## config.mk

```make
export PLATFORM = sky130hd
export DESIGN_NAME = tetris_board_store
export DESIGN_NICKNAME = d
export VERILOG_FILES = /design/src/rtl/tetris_board_store.sv
export SDC_FILE = /design/constraint.sdc
export NUM_CORES = 2
export LEC_CHECK = 0
export CORE_MARGIN = 3
export CORE_UTILIZATION = 25
export DETAILED_ROUTE_END_ITERATION = 12
export GPL_TIMING_DRIVEN = 0
export PLACE_DENSITY = 0.49
export SLEW_MARGIN = 20
export SYNTH_ARGS = -nofsm -noshare
export SYNTH_HDL_FRONTEND = slang
export SYNTH_SLANG_ARGS = --single-unit
```

## constraint.sdc

```tcl
create_clock -name clk -period 3.45 [get_ports clk]
set_input_delay 0.8625 -clock clk [delete_from_list [all_inputs] [get_ports clk]]
set_output_delay 0.8625 -clock clk [all_outputs]
set_load 0.02 [all_outputs]
```

## src/rtl/tetris_board_store.sv

```systemverilog
// tetris_board_store: board-cell storage for a Tetris game.
//  - Display path queries pos -> colour every clock (latency 1).
//  - Game engine writes cells while IDLE and starts line-clear passes.
//  - A line-clear pass scans rows bottom-up and shifts the board down one
//    row per cycle over every full row it finds.
// Optional feature macro: TETRIS_BOARD_PROBE_EN adds a registered occupancy
// probe (probe_pos -> probe_hit) for collision checks; walls/floor read as hit.
module tetris_board_store #(
  parameter int NUM_X  = 10,
  parameter int NUM_Y  = 20,
  parameter int CELL_W = 3,
  parameter int POS_W  = 8
) (
  input  logic              clk,
  input  logic              reset,
  input  logic [POS_W-1:0]  query_pos,
  output logic [CELL_W-1:0] query_res,
  input  logic              wr_en,
  input  logic [POS_W-1:0]  wr_pos,
  input  logic [CELL_W-1:0] wr_color,
  output logic              wr_ready,
  input  logic              clear_req,
  output logic              clear_busy,
  output logic              clear_done,
  output logic [4:0]        lines_cleared
`ifdef TETRIS_BOARD_PROBE_EN
  ,
  input  logic [POS_W-1:0]  probe_pos,
  output logic              probe_hit
`endif
);

  localparam int               L_N     = NUM_X * NUM_Y;
  localparam int               K_W     = $clog2(NUM_Y);
  localparam logic [POS_W-1:0] L_TOTAL = POS_W'(L_N);
  localparam logic [K_W-1:0]   L_TOP   = K_W'(NUM_Y - 1);

  typedef enum logic [1:0] {S_IDLE, S_SCAN, S_SHIFT, S_DONE} state_t;

  state_t            r_state;
  logic [K_W-1:0]    r_row;      // row under scan
  logic [K_W-1:0]    r_k;        // row being overwritten during a shift
  logic              r_busy;
  logic              r_ready;
  logic              r_done;
  logic [4:0]        r_lines;
  logic [CELL_W-1:0] r_query_res;
  logic [CELL_W-1:0] r_cells [L_N];
  logic              w_row_full;

  // Full-row detect for the row currently selected by r_row.
  always_comb begin
    // NOTE: assign a default before any conditional update so no latch is inferred.
    w_row_full = 1'b1;
    for (int i = 0; i < NUM_Y; i++) begin
      for (int j = 0; j < NUM_X; j++) begin
        if (r_row == K_W'(i) && r_cells[i*NUM_X+j] == '0) w_row_full = 1'b0;
      end
    end
  end

  // Cell array: engine writes in IDLE, one-row downward shift in SHIFT.
  always_ff @(posedge clk or negedge reset) begin
    if (!reset) begin
      // NOTE: the board must read empty right after reset, so every cell is a
      // resettable flop rather than an uninitialised RAM.
      for (int i = 0; i < L_N; i++) r_cells[i] <= '0;
    end else if (r_state == S_IDLE) begin
      if (wr_en && wr_pos < L_TOTAL) r_cells[wr_pos] <= wr_color;
    end else if (r_state == S_SHIFT) begin
      for (int i = 0; i < NUM_Y - 1; i++) begin
        if (r_k == K_W'(i)) begin
          for (int j = 0; j < NUM_X; j++) r_cells[i*NUM_X+j] <= r_cells[(i+1)*NUM_X+j];
        end
      end
      if (r_k == L_TOP) begin
        for (int j = 0; j < NUM_X; j++) r_cells[(NUM_Y-1)*NUM_X+j] <= '0;
      end
    end
  end

  // Display query: registered read of the live board, zero when off-board.
  always_ff @(posedge clk or negedge reset) begin
    if (!reset) begin
      // NOTE: sequential state uses non-blocking assignments so every flop
      // samples pre-edge values regardless of statement order.
      r_query_res <= '0;
    end else if (query_pos < L_TOTAL) begin
      r_query_res <= r_cells[query_pos];
    end else begin
      r_query_res <= '0;
    end
  end

  // Line-clear FSM with registered status outputs.
  always_ff @(posedge clk or negedge reset) begin
    if (!reset) begin
      r_state <= S_IDLE;
      r_row   <= '0;
      r_k     <= '0;
      r_busy  <= 1'b0;
      r_ready <= 1'b1;
      r_done  <= 1'b0;
      r_lines <= '0;
    end else begin
      case (r_state)
        S_IDLE: begin
          if (clear_req) begin
            r_state <= S_SCAN;
            r_row   <= '0;
            r_lines <= '0;
            r_busy  <= 1'b1;
            r_ready <= 1'b0;
          end
        end
        S_SCAN: begin
          if (w_row_full) begin
            r_state <= S_SHIFT;
            r_k     <= r_row;
            if (r_lines != 5'd31) r_lines <= r_lines + 5'd1;
          end else if (r_row == L_TOP) begin
            r_state <= S_DONE;
            r_done  <= 1'b1;
          end else begin
            r_row <= r_row + K_W'(1);
          end
        end
        S_SHIFT: begin
          // Return to the same row: whatever dropped into it may be full too.
          if (r_k == L_TOP) r_state <= S_SCAN;
          else              r_k     <= r_k + K_W'(1);
        end
        S_DONE: begin
          r_state <= S_IDLE;
          r_done  <= 1'b0;
          r_busy  <= 1'b0;
          r_ready <= 1'b1;
        end
        default: r_state <= S_IDLE;
      endcase
    end
  end

`ifdef TETRIS_BOARD_PROBE_EN
  logic r_probe_hit;

  // Occupancy probe: off-board positions count as occupied (walls/floor).
  always_ff @(posedge clk or negedge reset) begin
    if (!reset)                   r_probe_hit <= 1'b0;
    else if (probe_pos < L_TOTAL) r_probe_hit <= (r_cells[probe_pos] != '0);
    else                          r_probe_hit <= 1'b1;
  end

  assign probe_hit = r_probe_hit;
`endif

  assign query_res     = r_query_res;
  assign wr_ready      = r_ready;
  assign clear_busy    = r_busy;
  assign clear_done    = r_done;
  assign lines_cleared = r_lines;

endmodule

```

==> impl_metrics.yaml <==
status:
  status: "finished with violations"
  failed_checks: "setup timing"
critical_path:
  r2r-end: "r_cells[426]"
  cp_max_fo: 10
  endpoint: "r_cells[479]"
  critPathBufInv: 3
  cpMaxStageDelayCell: "clkdlybuf4s50_1"
  start_kind: "input pin"
  r2r_start: "r_state[1]"
  end_kind: "flop"
  path_class: "in2reg"
  cp_num_cells: 7
  cp.required_ns: 4.03
  crit_chain: "clkdlybuf4s50_1, clkbuf_1, nor3_1, clkbuf_2, nand2_2, o22ai_1, a21oi_1"
  worst_path_largest_cell_delay_ns: 0.67
  worstSetupStartpoint: "wr_pos[0]"
  crit_family: "buffers and inverters"
  rr_worst_depth: 7
  crit_arrival_ns: 4.28
  rrSetupSlack_ns: -0.10
yosys:
  netlist.area_leader.share: 0.439
  syn-instance-count: 3937
  ys_types: 53
  seq_area_frac_synth: 0.440
  syn_area_sq_um: 35500
  synth.avg_cell_area_sq_um: 9.01
  yosys-top-cells-area: "dfrtp_1 (44%), mux4_2 (12%), a21oi_1 (8.8%), o22ai_1 (8.0%), nor2_1 (7.5%)"
  synthFlopType: "dfrtp_1"
  synth_edf_count: 0
  yosysWarningCount: 0
  ys_async_sr_fraction: 1.00
  synth_nets: 3972
  synth_seq_cells: 623
  yosysTopAreaCell: "dfrtp_1"
drt:
  wl_per_cell_microns: 34.9
  vias: 38700
  ant_nets: 0
  vias_per_cell: 6.45
  routed_wl_microns: 209000
  drtIter0Drc: 6853
  first_pass_iters: 9
  drc_errors: 0
pwr:
  power_density_nw_per_um2: 402
  netSwitchingFraction: 0.259
  ir_worst_vdd_uv: 377
  switching_power_mw: 4.33
  power_frac_seq: 0.437
  cellInternalPower_mw: 12.4
  p_clk_frac: 0.507
  p_leak_nw: 16.6
  p_comb_frac: 0.056
clock_network:
  cts_buffer_depth: 3
  postCtsHoldBufs: 0
  cts_htree_levels: 3
  cts_buffers: 75
  path_clk_slew_ns: 0.06
  cts-root-buf: "clkbuf_16"
  insertion_delay_ns: 0.72
  clock-sinks: 623
  cts_tree: "yes"
sta:
  fin_crit_sh: 1.07
  maxSlewViolCount: 0
  rsz0062_at_grt: "true"
  final-setup-viol-count: 73
  fmaxAchievable_mhz: 271
  period_minus_slack_ns: 3.70
  hold_viol_final: 0
  worst_pin_slew_ns: 1.31
  maxSlewHeadroom: 0.125
  setup_ws_ns: -0.245
  tns_ns: -4.88
  skew_ns: 0.0361
global_routing:
  antenna_found_initial: 22
  grt_pass1_wl_microns: 287000
  gr-total-overflow: 0
  grt_usage: 0.277
  grt_pass1_vias: 35300
  grt_max_degree: 94
die:
  start_util: 0.253
  io_pins: 34
  die_y_microns: 383
  rows: 137
  core_sq_um: 140000
  dieArea_sq_um: 146000
  fp.dieW_microns: 383
place:
  dp_hpwl_microns: 150000
  place_ws_ns: -2.00
  io_buffers: 26
  gp_congestion: 1.02
final_layout:
  area_growth_pct: 17.3
  finish.utilization: 0.297
  nets: 4090
  drive_gt1_frac: 0.124
min_path:
  hold_class: "in2async"
run:
  maxCapViolations: 0
==> cell usage after synthesis (2+ instances only) <==
cell      count
nand2_1     288
nand4_1      10
a21oi_1     625
mux4_2      193
ha_1         12
a31oi_1      10
o31ai_1      22
buf_1         9
and2_1        4
clkbuf_1    274
nor4_1        4
nor3_1      122
or3_1        45
o211ai_1      3
nor2b_1      12
mux2_2        5
or2_2         6
buf_6         6
inv_1        17
and3_1        7
dfrtp_1     622
o21ai_0     211
o22ai_1     451
buf_2        11
o2bb2a_1      2
a22oi_1     123
mux2i_1       6
o311ai_0     43
nand2b_1     12
buf_4         4
nand3_1      47
nor2_1      710
==> metrics by stage <==
stage | total power [mW] | instance area, sq um | std cells | hold WS [ns]
finish | 16.7 | 41600 | 6005 | 0.101
global route | 17.0 | 41600 | 5989 | 0.140
CTS | 16.6 | 41300 | 5988 | 0.117
detailed placement | 8.29 | 38500 | 5852 | 0.495
global placement | 8.27 | 38100 | 5839 | 0.496
floorplan | 7.74 | 35500 | 3937 | 0.478
==> metal layers <==
layer,GRT usage,wire (microns)
met5,0.00728,369
met2,0.381,84800
met3,0.115,30700
met1,0.353,77200
met4,0.178,16300
==> how the worst min path moves through the flow <==
stage / from / endpoint / slack [ns] / cells past startpoint
6_report: reset / r_cells[18] / 0.10 / 1
5_1_grt: reset / r_cells[18] / 0.14 / 1
4_1_cts: reset / r_cells[18] / 0.12 / 1
3_5_place_dp: wr_ready / wr_ready / 0.50 / 2
3_3_place_gp: wr_ready / wr_ready / 0.50 / 2
2_1_floorplan: r_cells[53] / r_cells[53] / 0.48 / 2
==> layout make-up <==
class | count | area (sq um)
Sequential cell | 623 | 15600
Buffer | 302 | 1410
Inverter | 17 | 63.8
Clock buffer | 106 | 2140
Antenna cell | 16 | 40.0
Clock inverter | 29 | 359
Timing Repair Buffer | 43 | 591
Fill cell | 15000 | 98600
Tap cell | 1876 | 2350
Multi-Input combinational cell | 2993 | 19000
==> layout by cell type, fill, tap and decap left out, types with 11 or more instances in the layout <==
cell type and instances:
a22oi_1 123, inv_1 17, o21ai_0 206, clkinv_2 14
nor2_1 699, nor3_1 116, o31ai_1 22, ha_1 11
clkbuf_1 236, clkbuf_16 75, o311ai_0 29, buf_4 16
diode_2 16, clkbuf_8 16, or3_1 45, nand3_1 46
nand2_2 23, clkdlybuf4s50_1 25, buf_6 14, clkbuf_2 37
nand2_4 14, a21oi_1 620, mux4_2 193, nand2b_1 12
nand2_1 251, o22ai_1 449, dfrtp_1 622
==> power groups by stage <==
| stage | Clock (mW) | Sequential, mW | Combinational, mW |
|---|---|---|---|
| final | 8.47 | 7.31 | 0.929 |
| after global routing | 8.77 | 7.30 | 0.930 |
| after CTS | 8.47 | 7.31 | 0.867 |
| after detailed placement | 0 | 7.44 | 0.845 |
| after global placement | 0 | 7.46 | 0.802 |
| after floorplan | 0 | 7.44 | 0.293 |
==> cells by family (layout without fill, tap and decap cells) <==
logic type | count (synthesis) | after routing | share of synthesized area
muxes | 204 | 204 | 0.126
AOI/OAI and AO/OA | 1505 | 1505 | 0.246
buffers and inverters | 321 | 497 | 0.0361
DFF | 623 | 623 | 0.440
other | 0 | 16 | 0
and+or+nand+nor | 1272 | 1272 | 0.148
adders and majority gates | 12 | 12 | 0.00423
==> sequential cells by signal, indices dropped and copies added, names as in the netlist <==
name / count
r_cells: 600
r_row: 5
clear_busy: 1
lines_cleared: 5
clear_done: 1
query_res: 3
r_state: 2
wr_ready: 1
r_k: 5
==> timing repair <==
action	CTS	global route
resized for setup	109	93
setup buffers	2	2
setup endpoints to repair	614	448
pin swaps	3	6
No activity file was read; power rests on OpenSTA's default activity.
